==> config.mk <==
export PLATFORM = sky130hd
export DESIGN_NAME = synth_note_reg_writer_flat
export DESIGN_NICKNAME = d
export VERILOG_FILES = /design/src/rtl/synth_note_reg_writer_pkg.sv /design/src/rtl/synth_note_reg_writer_if.sv /design/src/rtl/synth_note_reg_writer_note_to_phase_inc.sv /design/src/rtl/synth_note_reg_writer.sv /design/src/flat_wrapper.sv
export SDC_FILE = /design/constraint.sdc
export NUM_CORES = 1
export LEC_CHECK = 0
export CAP_MARGIN = 15
export CORE_ASPECT_RATIO = 0.8
export CORE_MARGIN = 4
export CORE_UTILIZATION = 40
export DETAILED_ROUTE_END_ITERATION = 12
export PLACE_DENSITY_LB_ADDON = 0.2
export SLEW_MARGIN = 10
export SYNTH_ARGS = -nofsm -noshare
export SYNTH_HDL_FRONTEND = slang
export SYNTH_HIERARCHICAL = 1
export SYNTH_SLANG_ARGS = --single-unit
==> constraint.sdc <==
create_clock -name clk -period 6.7 [get_ports clk]
set_input_delay 1.34 -clock clk [delete_from_list [all_inputs] [get_ports clk]]
set_output_delay 1.34 -clock clk [all_outputs]
set_load 0.01 [all_outputs]
==> src/rtl/synth_note_reg_writer_pkg.sv <==
// Shared constants for the note-to-register writer: voice register bases, FSM states, voice entry.
package synth_note_reg_writer_pkg;

   localparam int CAR_BASE   = 0;
   localparam int MOD_BASE   = 16;
   localparam int VEL_BASE   = 32;
   localparam int MAX_VOICES = 16;

   typedef enum logic [2:0] {
      IDLE,
      LOOKUP,
      WR_CAR,
      WR_MOD,
      WR_VEL
   } state_t;

   typedef struct packed {
      logic       busy;
      logic [6:0] note;
   } voice_t;

endpackage

==> src/rtl/synth_note_reg_writer_if.sv <==
// Note-event input and register-write output bundle of the note writer.
// master = the writer block, slave = event source plus register file.
interface synth_note_reg_writer_if #(
   parameter int ADDR_W = 6,
   parameter int DATA_W = 32
);
   logic              ev_valid;
   logic              ev_ready;
   logic              ev_note_on;
   logic [6:0]        ev_note;
   logic [6:0]        ev_vel;
   logic              wr_valid;
   logic              wr_ready;
   logic [ADDR_W-1:0] wr_addr;
   logic [DATA_W-1:0] wr_data;

   modport master (
      input  ev_valid, ev_note_on, ev_note, ev_vel, wr_ready,
      output ev_ready, wr_valid, wr_addr, wr_data
   );

   modport slave (
      output ev_valid, ev_note_on, ev_note, ev_vel, wr_ready,
      input  ev_ready, wr_valid, wr_addr, wr_data
   );
endinterface

==> src/rtl/synth_note_reg_writer_note_to_phase_inc.sv <==
// MIDI note to phase-increment lookup: 128-entry table built at elaboration, one-cycle registered output.
module note_to_phase_inc #(
   parameter int DATA_W = 32,
   parameter int FS_HZ  = 48000
) (
   input  logic              clk,
   input  logic [6:0]        note,
   output logic [DATA_W-1:0] inc
);

   // round(f_note / FS_HZ * 2^DATA_W), with A4 (note 69) at 440 Hz
   function automatic logic [DATA_W-1:0] calc_inc(input int n);
      real f;
      f = 440.0 * (2.0 ** ((real'(n) - 69.0) / 12.0)) / real'(FS_HZ)
          * (2.0 ** real'(DATA_W));
      return DATA_W'($rtoi(f + 0.5));
   endfunction

   logic [DATA_W-1:0] rom [128];

   for (genvar g = 0; g < 128; g++) begin : g_rom
      localparam logic [DATA_W-1:0] INC = calc_inc(g);
      assign rom[g] = INC;
   end

   always_ff @(posedge clk) begin
      inc <= rom[note];
   end

endmodule

==> src/rtl/synth_note_reg_writer.sv <==
// Note event to voice register writer with lowest-free voice allocation.
// Build option SYNTH_VOICE_STEAL_EN: steal voices round-robin when all are busy instead of dropping.
//
// state  | meaning
// IDLE   | waiting for a note event, ev_ready=1
// LOOKUP | voice search; phase-increment ROM registers
// WR_CAR | write carrier increment
// WR_MOD | write modulator increment
// WR_VEL | write velocity (0 for note-off)
module synth_note_reg_writer
   import synth_note_reg_writer_pkg::*;
#(
   parameter int NUM_VOICES = 16,
   parameter int ADDR_W     = 6,
   parameter int DATA_W     = 32,
   parameter int FS_HZ      = 48000
) (
   input  logic                  clk,
   input  logic                  rst_n,
   synth_note_reg_writer_if.master bus,
   input  logic [7:0]            mod_ratio,
   output logic [NUM_VOICES-1:0] voices_busy,
   output logic [15:0]           drop_cnt
);

   localparam int VIDX_W = 4;

   state_t                  state, state_d;
   voice_t                  voices [NUM_VOICES];
   logic [6:0]              note_q;
   logic [6:0]              vel_q;
   logic                    on_q;
   logic [7:0]              ratio_q;
   logic [VIDX_W-1:0]       voice_q;
   logic                    accept;
   logic                    match_hit;
   logic                    free_hit;
   logic [VIDX_W-1:0]       match_idx;
   logic [VIDX_W-1:0]       free_idx;
   logic [DATA_W-1:0]       car_inc;
   logic [DATA_W+7:0]       mod_prod;
`ifdef SYNTH_VOICE_STEAL_EN
   logic [VIDX_W-1:0]       steal_ptr;
`endif

   note_to_phase_inc #(
      .DATA_W (DATA_W),
      .FS_HZ  (FS_HZ)
   ) u_note_to_phase_inc (
      .clk  (clk),
      .note (note_q),
      .inc  (car_inc)
   );

   assign accept   = (state == IDLE) && bus.ev_valid;
   assign mod_prod = {8'd0, car_inc} * {{DATA_W{1'b0}}, ratio_q};

   // Descending scan so the lowest matching / free index is the one left standing
   always_comb begin
      match_hit = 1'b0;
      match_idx = '0;
      free_hit  = 1'b0;
      free_idx  = '0;
      for (int i = NUM_VOICES - 1; i >= 0; i--) begin
         if (voices[i].busy && (voices[i].note == note_q)) begin
            match_hit = 1'b1;
            match_idx = VIDX_W'(i);
         end
         if (!voices[i].busy) begin
            free_hit = 1'b1;
            free_idx = VIDX_W'(i);
         end
      end
   end

   always_comb begin
      for (int i = 0; i < NUM_VOICES; i++) begin
         voices_busy[i] = voices[i].busy;
      end
   end

   always_ff @(posedge clk) begin
      if (!rst_n) begin
         state <= IDLE;
      end else begin
         state <= state_d;
      end
   end

   always_comb begin
      state_d      = state;
      bus.ev_ready = 1'b0;
      bus.wr_valid = 1'b0;
      bus.wr_addr  = '0;
      bus.wr_data  = '0;
      case (state)
         IDLE: begin
            bus.ev_ready = rst_n;
            if (bus.ev_valid) begin
               state_d = LOOKUP;
            end
         end
         LOOKUP: begin
            if (on_q) begin
`ifdef SYNTH_VOICE_STEAL_EN
               state_d = WR_CAR;
`else
               state_d = (match_hit || free_hit) ? WR_CAR : IDLE;
`endif
            end else begin
               state_d = match_hit ? WR_VEL : IDLE;
            end
         end
         WR_CAR: begin
            bus.wr_valid = rst_n;
            bus.wr_addr  = ADDR_W'(CAR_BASE) + ADDR_W'(voice_q);
            bus.wr_data  = car_inc;
            if (bus.wr_ready) begin
               state_d = WR_MOD;
            end
         end
         WR_MOD: begin
            bus.wr_valid = rst_n;
            bus.wr_addr  = ADDR_W'(MOD_BASE) + ADDR_W'(voice_q);
            bus.wr_data  = mod_prod[DATA_W+3:4];
            if (bus.wr_ready) begin
               state_d = WR_VEL;
            end
         end
         WR_VEL: begin
            bus.wr_valid = rst_n;
            bus.wr_addr  = ADDR_W'(VEL_BASE) + ADDR_W'(voice_q);
            bus.wr_data  = on_q ? DATA_W'(vel_q) : '0;
            if (bus.wr_ready) begin
               state_d = IDLE;
            end
         end
         default: state_d = IDLE;
      endcase
   end

   always_ff @(posedge clk) begin
      if (!rst_n) begin
         note_q   <= '0;
         vel_q    <= '0;
         on_q     <= 1'b0;
         ratio_q  <= '0;
         voice_q  <= '0;
         voices   <= '{default: '0};
         drop_cnt <= '0;
`ifdef SYNTH_VOICE_STEAL_EN
         steal_ptr <= '0;
`endif
      end else begin
         if (accept) begin
            note_q  <= bus.ev_note;
            vel_q   <= bus.ev_vel;
            on_q    <= bus.ev_note_on && (bus.ev_vel != 7'd0);
            ratio_q <= mod_ratio;
         end
         if (state == LOOKUP) begin
            if (on_q) begin
               if (match_hit) begin
                  voice_q <= match_idx;
               end else if (free_hit) begin
                  voice_q               <= free_idx;
                  voices[free_idx].busy <= 1'b1;
                  voices[free_idx].note <= note_q;
               end else begin
`ifdef SYNTH_VOICE_STEAL_EN
                  voice_q                <= steal_ptr;
                  voices[steal_ptr].note <= note_q;
                  steal_ptr <= (steal_ptr == VIDX_W'(NUM_VOICES - 1)) ? '0 : steal_ptr + 1'b1;
`else
                  if (drop_cnt != 16'hFFFF) begin
                     drop_cnt <= drop_cnt + 16'd1;
                  end
`endif
               end
            end else if (match_hit) begin
               voice_q                <= match_idx;
               voices[match_idx].busy <= 1'b0;
            end
         end
      end
   end

endmodule

==> src/flat_wrapper.sv <==
// flat-port wrapper written by rule: the top's interface ports become plain ports
module synth_note_reg_writer_flat import synth_note_reg_writer_pkg::*;
#(
   parameter int NUM_VOICES = 16,
   parameter int ADDR_W     = 6,
   parameter int DATA_W     = 32,
   parameter int FS_HZ      = 48000
)
  (clk, rst_n, mod_ratio, voices_busy, drop_cnt, bus_ev_valid, bus_ev_note_on, bus_ev_note, bus_ev_vel, bus_wr_ready, bus_ev_ready, bus_wr_valid, bus_wr_addr, bus_wr_data);
  synth_note_reg_writer_if #(.ADDR_W(ADDR_W), .DATA_W(DATA_W)) bus_i ();
  input  logic clk;
  input  logic rst_n;
  input  logic [7:0] mod_ratio;
  output logic [NUM_VOICES-1:0] voices_busy;
  output logic [15:0] drop_cnt;
  input wire logic [$bits(bus_i.ev_valid)-1:0] bus_ev_valid;
  input wire logic [$bits(bus_i.ev_note_on)-1:0] bus_ev_note_on;
  input wire logic [$bits(bus_i.ev_note)-1:0] bus_ev_note;
  input wire logic [$bits(bus_i.ev_vel)-1:0] bus_ev_vel;
  input wire logic [$bits(bus_i.wr_ready)-1:0] bus_wr_ready;
  output wire logic [$bits(bus_i.ev_ready)-1:0] bus_ev_ready;
  output wire logic [$bits(bus_i.wr_valid)-1:0] bus_wr_valid;
  output wire logic [$bits(bus_i.wr_addr)-1:0] bus_wr_addr;
  output wire logic [$bits(bus_i.wr_data)-1:0] bus_wr_data;
  assign bus_i.ev_valid = bus_ev_valid;
  assign bus_i.ev_note_on = bus_ev_note_on;
  assign bus_i.ev_note = bus_ev_note;
  assign bus_i.ev_vel = bus_ev_vel;
  assign bus_i.wr_ready = bus_wr_ready;
  assign bus_ev_ready = bus_i.ev_ready;
  assign bus_wr_valid = bus_i.wr_valid;
  assign bus_wr_addr = bus_i.wr_addr;
  assign bus_wr_data = bus_i.wr_data;
  synth_note_reg_writer #(.NUM_VOICES(NUM_VOICES), .ADDR_W(ADDR_W), .DATA_W(DATA_W), .FS_HZ(FS_HZ)) u_core (.clk(clk), .rst_n(rst_n), .bus(bus_i), .mod_ratio(mod_ratio), .voices_busy(voices_busy), .drop_cnt(drop_cnt));
endmodule
==> metrics.cfg, run 1 <==
[worst_setup_path]
end_kind = output pin
arrival_ns = 5.55
critPathMaxFanout = 7
r2r_start = u_core/note_q[0]$_SDFFE_PN0P_
worstSetupPathType = reg -> out
startpoint_type = flop
crit_start = u_core/ratio_q[2]$_SDFFE_PN0P_
required_ns = 5.36

[sta]
setup_viol = 8
layout_setup_ws_ns = -0.187
final.setup_skew_ns = 0.0302
hold_viol = 0
max_freq_ghz = 0.145
worst_pin_slew_ns = 1.15
slew_headroom_pct = 22.8
rsz0062_at_grt = true
fin_crit_sh_pct = 103
totalNegativeSetupSlack_ns = -0.966
slew_viol_final = 0
final.min_clock_period_ns = 6.89
holdWs_ns = 0.462

[floorplan]
die_y_um = 212
dieArea_um2 = 55600
rows = 74
die_w_um = 263
core_um2 = 51200
io_pins = 99
start_util_pct = 40.5

[yosys]
synth_most_common_cell = nand2_1
syn_inst = 2554
ys_async_sr_fraction_pct = 0
synth_area_leaders = dfxtp_1, fa_1, and2_1
syn-num-nets = 2812
synth_top_area_share_pct = 19.8
synth-edff-count = 0
synth_adder_area_share_pct = 20.3
yosysWarnings = 6
synth-seq-cells = 205
synth_mux_area_share_pct = 6.61
synth_top_family_by_area = simple AND/OR/NAND/NOR gates
seq_area_frac_synth_pct = 19.8
synth-xor-area-share_pct = 6.76
synthesis.area_um2 = 20700
synth_cell_types = 90
yosys.area_share.simple_pct = 21.9
avgSynthCellArea_um2 = 8.12
synth_compound_area_share_pct = 16.1
yosysTopAreaCell = dfxtp_1
yosys-top-cells-count = nand2_1, nor2_1, dfxtp_1
ys.flop_type = dfxtp_1

[place]
finalWeightedCongestion = 0.981
place_ws_ns = -0.677
dp_hpwl_um = 50000
post_dp_cell_area_um2 = 22800
io_buffers = 98

[power_and_ir_drop]
p_per_area_nw_per_um2 = 187
p_clk_share_pct = 28.9
p_comb_share_pct = 40.7
intPower_w = 0.00287
swShare_pct = 37.0
seqPwrFrac_pct = 30.4
p_leak_nw = 10.2
ir_worst_vdd_mv = 0.187
power_switching_w = 0.00169

[finish]
n_antenna_cell = 0
regArea_um2 = 4160
drive_gt1_share_pct = 15.1
area_growth_pct = 17.4
multiInputGateArea_um2 = 15500
fin_nets = 2908
nFillCells = 4973
fin_area_um2 = 24300

[detailed_routing]
viasPerCell = 5.66
drtIter0Drc = 2201
wl_per_cell_um = 20.6
drc = 0
drt_wl_total_um = 69100
vias = 19000
antenna_left = 0
firstDrtPassIters = 7

[clock_network]
cts_buffers = 24
clk_latency_ns = 0.54
clk_pin_slew_worst_paths_ns = 0.06
clock-sinks = 205
root_buffer = clkbuf_16
cts_hold_repair.buffers = 0
cts_tree = yes
htreeDepth = 1
cts_max_path_buffers = 3

[hold_path]
hp-start = u_core/vel_q[6]$_SDFFE_PN0P_
hp-class = reg -> reg

[global_routing]
busiest_layer = met1
grt_pass1_vias = 18800
grt_max_degree = 93
use_met1_pct = 37.0
antenna_found_initial = 2
met2_usage_pct = 35.4
met3_usage_pct = 4.16
grt.total_usage_pct = 24.1
overflow = 0
grt_pass1_wl_um = 109000

[job]
max_cap_viol_count = 0

[outcome]
violations = negative setup slack
status = finished, violations left

cells by family after synthesis:
family | count (synthesis)
buffers and inverters | 404
XOR/XNOR | 160
AO/OA/AOI/OAI | 514
flip-flops | 205
other | 1
AND/OR/NAND/NOR | 913
multiplexers | 126
adder cells (fa/ha/maj) | 231
placed cells by master (no fill, tap or decap), types with 25 or more instances in the layout:
master	Yosys	layout
a21oi_1	130	117
a31oi_1	26	25
and2_1	183	168
buf_4	25	158
clkbuf_16	0	26
clkdlybuf4s50_1	0	72
dfxtp_1	205	183
fa_1	175	167
ha_1	56	39
inv_1	200	195
mux2i_1	111	111
nand2_1	263	262
nand2b_1	36	35
nand4_1	37	37
nor2_1	222	220
nor2b_1	26	25
nor3_1	30	29
o211ai_1	30	30
o21ai_0	130	117
xnor2_1	107	107
xor2_1	53	53
critical path, cell delays in order (launching register included):
cell,delay [ns]
dfxtp_4,0.39
buf_12,0.14
and2_4,0.13
fa_1,0.48
fa_1,0.50
fa_1,0.49
inv_1,0.05
fa_1,0.51
inv_2,0.05
ha_4,0.21
a21o_1,0.17
buf_4,0.14
or4_4,0.43
o211a_4,0.28
o21bai_4,0.24
o211ai_1,0.18
a31oi_1,0.23
xnor2_1,0.09
o21ai_1,0.15
buf_2,0.15
path summary, 6_finish.rpt:
path | slack (ns) | cells after the start | end
worst min-delay path | 0.46 | 2 | u_core/vel_q[6]$_SDFFE_PN0P_
worst max register to register | 2.26 | 11 | u_core/voices[44]$_SDFFE_PN0P_
worst min register to register | 0.46 | 2 | u_core/vel_q[6]$_SDFFE_PN0P_
worst max-delay path | -0.19 | 19 | bus_wr_data[31]
cell type report:
type                       count  share of cell area, %
tap                          684                   3.52
clock inverter                10                  0.365
clock buffer                  33                   2.86
inverter                     203                   3.14
sequential                   205                   17.1
multi-input combinational   1945                   63.5
timing repair buffer         271                   9.54
routing by layer:
layer / vias up / share of wire [%]
met5: - / 0.025
met4: 2 / 2.3
met3: 114 / 7.5
met2: 728 / 42
met1: 9348 / 48
li1: 8762 / -
power groups by stage:
stage / logic (W) / clock network, W / registers, W
final: 0.00186 / 0.00132 / 0.00138
after global routing: 0.00203 / 0.00141 / 0.00139
after CTS: 0.00168 / 0.00137 / 0.00138
after detailed placement: 0.00156 / 0 / 0.00140
after global placement: 0.00155 / 0 / 0.00140
after floorplan: 0.00101 / 0 / 0.00133
repair_timing:
item                                    CTS  global route
pin swaps                                55            60
gates resized for setup                 139            99
buffers inserted                         12            14
endpoints found under the setup margin   25            25
cloned                                    1             0
through the flow:
step | power, W | util [%] | cells
global placement | 0.00295 | 44.5 | 3283
detailed placement | 0.00296 | 44.5 | 3283
CTS | 0.00442 | 46.8 | 3338
floorplan | 0.00234 | - | 2554
global route | 0.00483 | 47.6 | 3351
finish | 0.00456 | 47.6 | 3351
sequential cells by signal (all words and copies together), names as in the netlist:
name and cells:
u_core/note_q 7, u_core/voices 112, u_core/u_note_to_phase_inc/inc 31, u_core/voices_busy 16
u_core/drop_cnt 16, u_core/vel_q 7, u_core/ratio_q 8, u_core/state 3
u_core/voice_q 4, u_core/on_q 1
Power figures use the tool's default switching activity.
==> inputs of run 2 (changes only) <==
--- a/config.mk
+++ b/config.mk
@@ -5,11 +5,15 @@
 export SDC_FILE = /design/constraint.sdc
 export NUM_CORES = 1
 export LEC_CHECK = 0
+export ABC_AREA = 1
 export CAP_MARGIN = 15
+export CELL_PAD_IN_SITES_DETAIL_PLACEMENT = 1
+export CELL_PAD_IN_SITES_GLOBAL_PLACEMENT = 2
 export CORE_ASPECT_RATIO = 0.8
 export CORE_MARGIN = 4
-export CORE_UTILIZATION = 40
+export CORE_UTILIZATION = 35
 export DETAILED_ROUTE_END_ITERATION = 12
+export MAX_ROUTING_LAYER = met4
 export PLACE_DENSITY_LB_ADDON = 0.2
 export SLEW_MARGIN = 10
 export SYNTH_ARGS = -nofsm -noshare
==> run 2 against run 1 <==
The run now ends clean. Maximum frequency increased by 3.2%. Global-route usage up 2.6 points. Hold slack better by 0.0035 ns. Largest power group unchanged. Critical endpoint is now bus_wr_data[24]. Sequential cell count unchanged.
==> metrics.cfg, run 2 <==
[sta]
slew_viol_final = 0
max_freq_ghz = 0.150
rsz0062_at_grt = true
layout_setup_ws_ns = 0.0288
hold_viol = 0
setup_viol = 0
final.setup_skew_ns = 0.0312
fin_crit_sh_pct = 99.6
worst_pin_slew_ns = 1.07
totalNegativeSetupSlack_ns = 0
final.min_clock_period_ns = 6.67
slew_headroom_pct = 28.4

[place]
dp_cells = 4011
dp_hpwl_um = 62000
finalWeightedCongestion = 0.916
place_ws_ns = -0.282
io_buffers = 98

[worst_setup_path]
startpoint_type = flop
arrival_ns = 5.33
worstSetupPathType = reg -> out
required_ns = 5.36
crit_start = u_core/ratio_q[3]$_SDFFE_PN0P_
critPathMaxStageDelay_ns = 0.56
critPathMaxFanout = 4
crit_top_cell = inv_2
r2r_start = u_core/note_q[3]$_SDFFE_PN0P_
end_kind = output pin
reg2reg_slack_ns = 2.64
crit_slowest_cell = fa_1

[outcome]
status = finished clean

[finish]
area_growth_pct = 16.0
layout_common_cells = nand2_1, inv_1, nand3_1, a21oi_1, dfxtp_1
largest_register_ffs = 112
utilization_pct = 41.0
multiInputGateArea_um2 = 14400
regArea_um2 = 4130
fin_nets = 3529
reg.largest.list = u_core/voices (112), u_core/u_note_to_phase_inc/inc (31)
mostFrequentLayoutCell = nand2_1
regMostFlops = u_core/voices
final_cell_count_no_fill = 4069
nFillCells = 7685
drive_gt1_share_pct = 12.5

[clock_network]
clock-sinks = 205
clk_pin_slew_worst_paths_ns = 0.06
root_buffer = clkbuf_16
cts_tree = yes
htreeDepth = 1
clk_latency_ns = 0.56
cts_max_path_buffers = 3
cts_buffers = 24

[yosys]
ys.flop_type = dfxtp_1
yosys-top-cells-count = nand2_1, inv_1, nand3_1
yosysTopAreaCell = dfxtp_1
synth-seq-cells = 205
synth_cell_types = 61
synth-edff-count = 0
seq_area_frac_synth_pct = 19.5
synth_top_area_share_pct = 19.5
synthesis.area_um2 = 21000
synth_most_common_cell = nand2_1
syn_inst = 3211
synth_area_leaders = dfxtp_1, fa_1, nand2_1
yosysWarnings = 6
avgSynthCellArea_um2 = 6.55
syn-num-nets = 3469
ys_async_sr_fraction_pct = 0

[detailed_routing]
vias = 21300
wl_per_cell_um = 20.8
antenna_left = 0
viasPerCell = 5.24
drt_wl_total_um = 84500
firstDrtPassIters = 5
drc = 0
drtIter0Drc = 1453

[global_routing]
grt_max_degree = 84
antenna_found_initial = 2
grt.total_usage_pct = 26.7
overflow = 0
grt_pass1_wl_um = 130000
grt_pass1_vias = 22000

[floorplan]
io_pins = 99
die_y_um = 227
dieArea_um2 = 64100
start_util_pct = 35.3
die_w_um = 282
core_um2 = 59600
rows = 80

[hold_path]
hp-start = u_core/voice_q[3]$_SDFFE_PN0P_
hp-class = reg -> reg

[power_and_ir_drop]
ir_worst_vdd_mv = 0.153
p_leak_nw = 12.5
p_per_area_nw_per_um2 = 266

[job]
max_cap_viol_count = 0

run 2: final cells by class:
type | count | area share (%)
sequential | 205 | 16.9
timing repair buffer | 232 | 8.42
tap | 779 | 3.99
clock inverter | 7 | 0.595
antenna | 2 | 0.0205
clock buffer | 36 | 2.85
multi-input combinational | 2267 | 58.9
inverter | 541 | 8.34
run 2: path summary, 6_finish.rpt:
path,end,depth (start not counted)
setup / recovery,bus_wr_data[24],26
hold / removal,u_core/voice_q[3]$_SDFFE_PN0P_,2
setup reg to reg,u_core/voices[118]$_SDFFE_PN0P_,16
hold reg to reg,u_core/voice_q[3]$_SDFFE_PN0P_,2
run 2: metal layers:
layer / up-vias / global-route usage [%] / routed length, um
li1: 10100 / - / -
met3: 72 / 4.87 / 5390
met5: - / - / 0
met2: 516 / 40.4 / 36700
met4: 0 / 3.49 / 1030
met1: 10600 / 38.2 / 41400
run 2: report_power, final:
group | switching, W | internal (W) | leakage, nW | total [W]
sequential | 0.000149 | 0.00129 | 1.67 | 0.00143
clock | 0.000563 | 0.000839 | 0.403 | 0.00140
combinational | 0.00220 | 0.00145 | 10.4 | 0.00365
total | 0.00291 | 0.00357 | 12.5 | 0.00648
run 2: critical path: cells and delay by family (launching register included):
kind,cells,cell delay [ns]
flops,1,0.35
compound gates,4,0.73
fa+ha+maj,5,2.33
simple gates,9,0.77
buf+inv,8,0.63
run 2: metrics by stage:
step | total power, W | instance area (um^2) | hold WS (ns)
3_3_place_gp | 0.00451 | 22900 | 0.452
4_1_cts | 0.00630 | 24100 | 0.469
2_1_floorplan | 0.00334 | 21000 | 0.424
3_5_place_dp | 0.00459 | 22900 | 0.459
6_report | 0.00648 | 24400 | 0.465
5_1_grt | 0.00697 | 24400 | 0.502
run 2: repair_timing:
item                       CTS  global route
cloned                       0             1
resized for setup          179           101
pin swaps                   34            45
setup endpoints to repair   25            24
buffers inserted             9             7
hold buffers                 0             0
hold endpoints to repair     0             0
run 2: logic make-up (layout without fill, tap and decap cells):
logic type,count (synthesis),in the layout,synth area share (%)
fa+ha+maj,231,231,20.0
xor+xnor,64,64,2.66
flops,205,205,19.5
simple gates,1456,1456,29.8
compound gates,515,515,13.2
other cells,1,3,0.0178
buf+inv,739,816,14.8
